--- config.mk ---
export PLATFORM = sky130hd
export DESIGN_NAME = day007_seg_scan_ctrl
export DESIGN_NICKNAME = d
export VERILOG_FILES = /design/src/rtl/day007_seg_scan_ctrl.sv
export SDC_FILE = /design/constraint.sdc
export NUM_CORES = 1
export LEC_CHECK = 0
export CORE_AREA = 3 3 84 86
export DETAILED_ROUTE_END_ITERATION = 7
export DIE_AREA = 0 0 87 89
export HOLD_SLACK_MARGIN = 0.08
export PLACE_DENSITY = 0.72
export SLEW_MARGIN = 40
export SYNTH_ARGS = -nofsm -noshare
export SYNTH_HDL_FRONTEND = slang
export SYNTH_SLANG_ARGS = --single-unit
--- constraint.sdc ---
create_clock -name clk_i -period 1.67 [get_ports clk_i]
set_input_delay 0.334 -clock clk_i [delete_from_list [all_inputs] [get_ports clk_i]]
set_output_delay 0.334 -clock clk_i [all_outputs]
set_load 0.03 [all_outputs]
--- src/rtl/day007_seg_scan_ctrl.sv ---
// day007_seg_scan_ctrl
// Four-digit seven-segment scan controller. One shared bcd-to-7seg decoder is
// time-multiplexed across digits 0..3. Each digit slot lasts DIGIT_CYCLES
// cycles. The first BLANK_CYCLES cycles of each slot keep every anode off to
// prevent ghosting. New values are double-buffered. A loaded value waits in a
// shadow register and reaches the display only at a frame boundary, so a
// frame never tears.
//
// Ports:
//   clk_i      sole clock, rising edge
//   rst_i      synchronous active-high reset
//   load_i     single-cycle strobe, captures value_i
//   value_i    four BCD nibbles, [3:0] is digit 0 (rightmost)
//   bcd_o      nibble of the current digit for the shared decoder
//   an_o       active-low anode enables, bit n selects digit n
//   digit_o    index of the current slot
//   pending_o  a loaded value is waiting for the frame boundary
//   frame_o    one-cycle pulse on the last cycle of the digit-3 slot
//
// Optional feature: define LEADING_ZERO_BLANK_EN to keep the anodes of
// leading-zero digits (n > 0) off. Digit 0 is always driven.
//
// State table:
//   state | meaning
//   BLANK | first BLANK_CYCLES cycles of a slot, all anodes off
//   DRIVE | rest of the slot, anode of digit idx on

module day007_seg_scan_ctrl #(
    parameter int DIGIT_CYCLES = 100000,
    parameter int BLANK_CYCLES = 4
) (
    input  logic        clk_i,
    input  logic        rst_i,
    input  logic        load_i,
    input  logic [15:0] value_i,
    output logic [3:0]  bcd_o,
    output logic [3:0]  an_o,
    output logic [1:0]  digit_o,
    output logic        pending_o,
    output logic        frame_o
);

    localparam int CNT_W = (DIGIT_CYCLES > 1) ? $clog2(DIGIT_CYCLES) : 1;
    localparam logic [CNT_W-1:0] BLANK_LAST = CNT_W'(BLANK_CYCLES - 1);
    localparam logic [CNT_W-1:0] DIGIT_LAST = CNT_W'(DIGIT_CYCLES - 1);

    typedef enum logic [0:0] {
        BLANK = 1'b0,
        DRIVE = 1'b1
    } state_t;

    state_t           state_q, state_n;
    logic [CNT_W-1:0] cnt_q, cnt_n;
    logic [1:0]       idx_q, idx_n;
    logic [15:0]      disp_q, disp_n;
    logic [15:0]      shadow_q, shadow_n;
    logic             pending_q, pending_n;
    logic [3:0]       an_n;
    logic [3:0]       bcd_n;
    logic             frame_n;
`ifdef LEADING_ZERO_BLANK_EN
    logic [3:0]       lz_n;
`endif

    // Next-state logic. The outputs are registered from the next-state values,
    // so each output flop holds the value of the registered state in the same
    // cycle. No combinational path runs from the inputs to the outputs.
    always_comb begin
        state_n   = state_q;
        cnt_n     = cnt_q;
        idx_n     = idx_q;
        disp_n    = disp_q;
        shadow_n  = shadow_q;
        pending_n = pending_q;

        case (state_q)
            BLANK: begin
                cnt_n = cnt_q + CNT_W'(1);
                if (cnt_q == BLANK_LAST) begin
                    state_n = DRIVE;
                end
            end
            DRIVE: begin
                if (cnt_q == DIGIT_LAST) begin
                    cnt_n   = '0;
                    idx_n   = idx_q + 2'd1;
                    state_n = BLANK;
                end else begin
                    cnt_n = cnt_q + CNT_W'(1);
                end
            end
            default: begin
                cnt_n   = '0;
                state_n = BLANK;
            end
        endcase

        // frame_o marks the current cycle as the last of the frame. A load on
        // that cycle bypasses the shadow and goes straight to the display.
        if (load_i) begin
            shadow_n = value_i;
            if (frame_o) begin
                disp_n    = value_i;
                pending_n = 1'b0;
            end else begin
                pending_n = 1'b1;
            end
        end else if (frame_o && pending_q) begin
            disp_n    = shadow_q;
            pending_n = 1'b0;
        end

        bcd_n   = disp_n[{idx_n, 2'b00} +: 4];
        frame_n = (idx_n == 2'd3) && (cnt_n == DIGIT_LAST);

`ifdef LEADING_ZERO_BLANK_EN
        // lz_n[n] is set when digit n and every digit above it are zero.
        lz_n[0] = 1'b0;
        lz_n[1] = (disp_n[15:4]  == 12'd0);
        lz_n[2] = (disp_n[15:8]  == 8'd0);
        lz_n[3] = (disp_n[15:12] == 4'd0);
        if (state_n == DRIVE && !lz_n[idx_n]) begin
            an_n = ~(4'b0001 << idx_n);
        end else begin
            an_n = 4'b1111;
        end
`else
        if (state_n == DRIVE) begin
            an_n = ~(4'b0001 << idx_n);
        end else begin
            an_n = 4'b1111;
        end
`endif
    end

    always_ff @(posedge clk_i) begin
        if (rst_i) begin
            state_q   <= BLANK;
            cnt_q     <= '0;
            idx_q     <= 2'd0;
            disp_q    <= 16'd0;
            shadow_q  <= 16'd0;
            pending_q <= 1'b0;
            an_o      <= 4'b1111;
            bcd_o     <= 4'd0;
            digit_o   <= 2'd0;
            frame_o   <= 1'b0;
        end else begin
            state_q   <= state_n;
            cnt_q     <= cnt_n;
            idx_q     <= idx_n;
            disp_q    <= disp_n;
            shadow_q  <= shadow_n;
            pending_q <= pending_n;
            an_o      <= an_n;
            bcd_o     <= bcd_n;
            digit_o   <= idx_n;
            frame_o   <= frame_n;
        end
    end

    assign pending_o = pending_q;

endmodule

==> reports/qor.csv, run 1 <==
metric,value,unit
kind of end point of the critical path,register,
vias per std cell,5.82,
Setup-failing EPs final,13,
number of synthesized flops with an enable pin,0,
Mapped Area,3140,um2
Nets,470,
Max Cap Viol,0,
Tcrit/Tclk final,108,%
layout cell share with drive strength beyond 1,30.3,%
post-route setup slack,-132,ps
Async SR Flop Fraction,0,%
Initial Util,49.5,%
Max-slew headroom,76.3,%
vias,3097,
Post-Syn Instances,360,
Post-Syn Nets,380,
Worst EP required,1900,ps
Slew Limit Fails,0,
placed cell area,3990,um2
WL/cell,16.3,um
area grow syn2layout,39.3,%
sequential share of the synthesized area,39.5,%
Vert. Die Dim,89,um
first-pass GRT wire length,13.6,mm
# IOs,31,
final hold violation count,0,
crit start category,register,
Worst-Skew Late Latency,350,ps
proportion of power drawn by flip-flops and latches,48.5,%
Finished Cell Area,4380,um2
H-Tree Level Count,3,
failing checks,negative setup slack,
DR top layer,met4,
clock power share,43.0,%
Synth area leader,dfxtp_1,
RSZ-0062 raised after global routing,yes,
top_reg_cell synth,dfxtp_1,
slew of the pin with the lowest slew margin,354,ps
FP Rows,29,
Tot Pwr,3170,uW
detailed placement HPWL,6.04,mm
#FFs+latches synth,62,
WHS,492,ps
share of the synthesized area in the top cell type,39.5,%
critical path class,reg -> reg,
Final Wtd Congestion,0.890,
status,"finished, violations left",
Power Dens Cells,724,nW/um2
Area contributors post-synth,"dfxtp_1 (40%), nor2_1 (6.1%), mux2i_1 (5.4%)",
fillcell total,481,
final instance count without filler cells,532,
Worst Path Arrival,2040,ps
Avg Inst Size Synth,8.73,um2
antenna cells,0,
Pint,2430,uW
Final Routed Wirelength,8.68,mm
maximum vdd drop,0.614,mV
PortBufs,30,
post-placement cell count,512,
largest net degree at the start of global routing,24,
GRT Overall Usage,22.5,%
crit path max fanout,5,
# clock sinks,62,
CTS max path bufs,2,
CTS tree,done,
P_sw,741,uW
Hold Crit Class,reg -> reg,
die width,87,um
Clock Skews,7.37,ps
crit path time final,1800,ps
Synth Warn #,0,
Iter 0 DRT Violations,152,
initial antenna violation count,0,
vias in the first global route,2937,
fraction of power spent switching nets,23.4,%
Core Region,6350,um2
Placement Setup Slack,-490,ps
DRC viols,0,
fmax,555,MHz
Die Area,7740,um2
"antenna viol nets, final",0,
metal3 WL,420,um
Metal-1 WL,4.01,mm
hold-fix buffers at CTS,0,
DRT Pass-1 Iters,5,
grt ovf,0,
CTS Buf Count,9,
static leakage,0.00178,uW
Synth cell types,61,
Comb pwr share,8.5,%
clock-pin slew on the worst setup and hold paths,70,ps
root buffer cell,clkbuf_8,
met2 WL,4.06,mm
## registers in the layout, summed over array words and instances (netlist names)
name,flops
pending_o,1
shadow_q,16
cnt_q,17
state_q,1
bcd_o,4
disp_q,16
idx_q,2
an_o,4
frame_o,1
## layout by cell type, fill, tap and decap left out, types with 3 or more instances in the layout
master / count
a21o_1: 4
a21oi_1: 14
a22oi_1: 5
and2_1: 6
and3b_1: 3
and4_1: 3
buf_4: 73
clkbuf_8: 11
clkdlybuf4s50_1: 17
dfxtp_1: 53
dfxtp_2: 7
dlygate4sd2_1: 6
dlymetal6s2s_1: 5
mux2i_1: 17
nand2_1: 12
nand2b_1: 6
nand3_1: 18
nand3b_1: 5
nand4_1: 10
nor2_1: 48
nor2_2: 3
nor3_1: 8
nor3_2: 4
nor4_1: 5
o2111ai_1: 4
o211ai_1: 3
o21bai_1: 4
o22ai_1: 6
o2bb2ai_1: 3
or2_2: 5
xnor2_1: 9
xor2_1: 10
## final timing paths
path	depth (start not counted)	end	startpoint	slack, ps
min	2	shadow_q[5]	shadow_q[5]	490
min reg2reg	2	shadow_q[5]	shadow_q[5]	490
max	5	frame_o	cnt_q[4]	-130
max reg2reg	5	frame_o	cnt_q[4]	-130
## cell families after synthesis
logic type | synth area share, %
AND/OR/NAND/NOR | 28.2
buffers and inverters | 4.58
XOR/XNOR | 5.58
AO/OA/AOI/OAI | 16.3
multiplexers | 5.42
flip-flops | 39.5
adder cells (fa/ha/maj) | 0.398
## synthesized netlist by cell type, drive strengths merged (3+ instances only)
cell type,count
o211ai,3
nand2b,7
nand4,11
and2,7
xnor2,10
nor4,8
o21bai,4
a21o,4
a22oi,5
clkbuf,12
nor3,12
dfxtp,62
and4,6
xor2,10
nand3,18
o2bb2ai,3
nor2,51
buf,15
and3b,3
or2,5
o22ai,7
o2111ai,4
mux2i,17
nand3b,5
o21ai,3
nand2,14
a21oi,16
## metal layers
| layer | vias to the layer above | track usage (%) |
|---|---|---|
| met5 | - | 0 |
| met4 | 0 | 10.6 |
| met3 | 22 | 3.50 |
| met2 | 101 | 36.5 |
| met1 | 1473 | 29.4 |
| li1 | 1501 | - |
## through the flow
step	setup TNS, ps	util [%]
6_report	-562	68.9
5_1_grt	-1730	68.9
4_1_cts	-128	66.6
3_5_place_dp	-5900	62.8
3_3_place_gp	-4740	62.8
2_1_floorplan	-29.0	-
## worst max-delay path: stages, from the launching register on
cell and delay (ps):
dfxtp_1 490, nand4_4 180, or3_4 360, a21o_1 160
a211o_1 280, a2111oi_2 220
## layout make-up
type	count	area [um2]	area share [%]
inverters	3	12.5	0.286
multi-input cells	268	1890	43.2
repair buffers	106	920	21.0
clock buffers	13	159	3.63
clock inverters	3	42.5	0.972
flip-flops and latches	62	1260	28.7
well taps	77	96.3	2.20
## power groups by stage
stage               clock network, uW  logic, uW  registers, uW
global placement                    0        249           1570
detailed placement                  0        255           1570
finish                           1360        270           1530
floorplan                           0        116           1570
CTS                              1380        257           1540
global route                     1450        287           1540
## what timing repair did
action / 4_1_cts / 5_1_grt
buffers inserted: 0 / 3
endpoints found under the setup margin: 31 / 19
pin swaps: 9 / 11
gates cloned: 0 / 1
resized for setup: 20 / 26
Power figures use the tool's default switching activity.
==> inputs of run 2 (changes only) <==
Settings changed: CORE_AREA 3 3 84 86 to 3 3 88 90, DIE_AREA 0 0 87 89 to 0 0 91 93, MAX_ROUTING_LAYER from default to met4, PLACE_DENSITY 0.72 to 0.67.
Clock period 1.67 ns to 1.51 ns, I/O delays scaled along.
==> reports/qor.csv, run 2 (synthesis gave the netlist of run 1 again) <==
metric,value,unit,change
status,"finished, violations left",,
failing checks,negative setup slack,,
maximum vdd drop,0.532,mV,-13%
die width,91,um,+4.6%
crit path max fanout,4,,-1
Nets,481,,+2.3%
"most common cell after layout, fill and taps aside",buf_4,,
WHS,492,ps,-0.547 ps
Slew Limit Fails,0,,unchanged
critical path depth in cells,6,,+1
met3 usage,5.07,%,+1.6 points
static leakage,0.00183,uW,+3.0%
Top delay family on crit path,compound AO/OA/AOI/OAI gates,,
Max-slew headroom,75.5,%,-0.80 points
Worst EP required,1740,ps,-160 ps
R2R setup slack,-340,ps,-210 ps
Die Area,8460,um2,+9.3%
detailed placement HPWL,6.10,mm,+1.0%
Initial Util,44.0,%,-5.5 points
met2 usage,34.9,%,-1.6 points
RSZ-0062 raised after global routing,yes,,
CTS max path bufs,2,,unchanged
CP endpoint,frame_o,,
Clock Skews,12.8,ps,+5.39 ps
vias,3051,,-1.5%
first-pass GRT wire length,14.5,mm,+7.1%
WL/cell,15.6,um,-4.4%
CTS tree,done,,
met1 Usage GRT,27.2,%,-2.3 points
fillcell total,627,,+30%
Worst-Skew Late Latency,340,ps,about the same
largest net degree at the start of global routing,26,,+8.3%
root buffer cell,clkbuf_8,,
Finished Cell Area,4600,um2,+5.1%
Hold Crit Class,reg -> reg,,
reg-to-reg startpoint,cnt_q[1],,
most frequent cells in the layout,"buf_4 (83), dfxtp_1 (49), nor2_1 (39)",,
"antenna viol nets, final",0,,unchanged
crit start category,register,,
Final Wtd Congestion,0.892,,+0.22%
crit path time final,1850,ps,+49.3 ps
area grow syn2layout,46.4,%,
vias in the first global route,3027,,+3.1%
worst path bufs/invs,0,,unchanged
crit path from,cnt_q[1],,
path depth of the worst reg2reg path,6,,+1
FF-to-FF End,frame_o,,
Largest Register,cnt_q,,
Setup-failing EPs final,28,,+15
Worst Path Arrival,2080,ps,+40 ps
FP Rows,31,,+6.9%
Top Usage Layer GRT,met2,,
placed cell area,4070,um2,+2.1%
Power Dens Cells,822,nW/um2,+14%
Max Cap Viol,0,,unchanged
biggest regs,"cnt_q (17), disp_q (16), shadow_q (16)",,
post-route setup slack,-341,ps,-209 ps
layout cell share with drive strength beyond 1,35.4,%,+5.1 points
PortBufs,30,,unchanged
Largest register FFs,17,,unchanged
CTS Buf Count,9,,unchanged
hold path cells,2,,unchanged
Core Region,7140,um2,+12%
initial antenna violation count,0,,unchanged
Vert. Die Dim,93,um,+4.5%
critical path class,reg -> reg,,
# clock sinks,62,,unchanged
# IOs,31,,unchanged
final hold violation count,0,,unchanged
DRT Pass-1 Iters,4,,-1
DRC viols,0,,unchanged
H-Tree Level Count,3,,unchanged
kind of end point of the critical path,register,,
vias per std cell,5.40,,-7.2%
GRT Overall Usage,21.8,%,-0.71 points
clock-pin slew on the worst setup and hold paths,70,ps,about the same
worst-path cell chain,ha_4 > nand4_4 > nor4_4 > xor2_1 > o2111ai_2 > a2111oi_4,,
Util after Layout,64.4,%,-4.5 points
fmax,540,MHz,-2.7%
slew of the pin with the lowest slew margin,365,ps,+10.8 ps
antenna cells,0,,unchanged
CP max stage cell,dfxtp_2,,
Final Routed Wirelength,8.81,mm,+1.5%
grt ovf,0,,unchanged
CP peak stage delay,350,ps,-140 ps
Iter 0 DRT Violations,195,,+28%
Tcrit/Tclk final,123,%,+15 points
==> run 2: cell count changes in the layout (fill, tap and decap cells not counted), sizes merged <==
cell / previous run / this run
bufinv: 1 / 3
clkinv: 2 / 3
clkbuf: 14 / 10
buf: 76 / 90
clkdlybuf4s18: 0 / 1
clkdlybuf4s15: 1 / 0
dlygate4sd2: 6 / 9
dlymetal6s2s: 5 / 0
==> run 2: metal layers <==
metal	vias up	wire (um)
met1	1440	4050
li1	1523	-
met5	-	0
met4	0	186
met2	69	4210
met3	19	368
==> run 2: cell type report <==
class                   count  area (um2)  area share [%]
clock buffers              10         128            2.77
clock inverters             6         111            2.42
inverters                   3        12.5           0.272
multi-input cells         268        1980            43.0
flip-flops and latches     62        1270            27.6
well taps                  99         124            2.69
repair buffers            117         975            21.2
==> run 2: what timing repair did <==
| item | 4_1_cts | 5_1_grt |
|---|---|---|
| pin swaps | 10 | 29 |
| buffers inserted | 4 | 5 |
| endpoints found under the setup margin | 39 | 29 |
| resized for setup | 41 | 38 |
| hold buffers | 0 | 0 |
==> run 2: worst register-to-register path, stage by stage, from the launching register on <==
cell	delay (ps)
dfxtp_2	350
ha_4	160
nand4_4	150
nor4_4	310
xor2_1	310
o2111ai_2	180
a2111oi_4	290
==> run 2: worst min path at each step <==
stage,endpoint,slack [ps],from
2_1_floorplan,cnt_q[0],440,cnt_q[0]
3_3_place_gp,shadow_q[2],470,shadow_q[2]
3_5_place_dp,shadow_q[1],480,shadow_q[1]
4_1_cts,shadow_q[1],490,shadow_q[1]
5_1_grt,shadow_q[8],510,shadow_q[8]
6_report,shadow_q[8],490,shadow_q[8]
==> run 2: power breakdown <==
| group | total [uW] | switching [uW] | internal (uW) |
|---|---|---|---|
| sequential | 1690 | 26.9 | 1670 |
| clock | 1780 | 680 | 1100 |
| combinational | 312 | 145 | 167 |
==> run 2: metrics by stage <==
step           total power (uW)  TNS, ps  instances  worst slack (ps)
4_1_cts                    3800    -1580        561              -272
2_1_floorplan              1870     -480        360              -189
5_1_grt                    3920    -6200        565              -415
6_report                   3780    -4180        565              -341
3_5_place_dp               2020   -11520        541              -624
3_3_place_gp               2010   -10120        541              -554
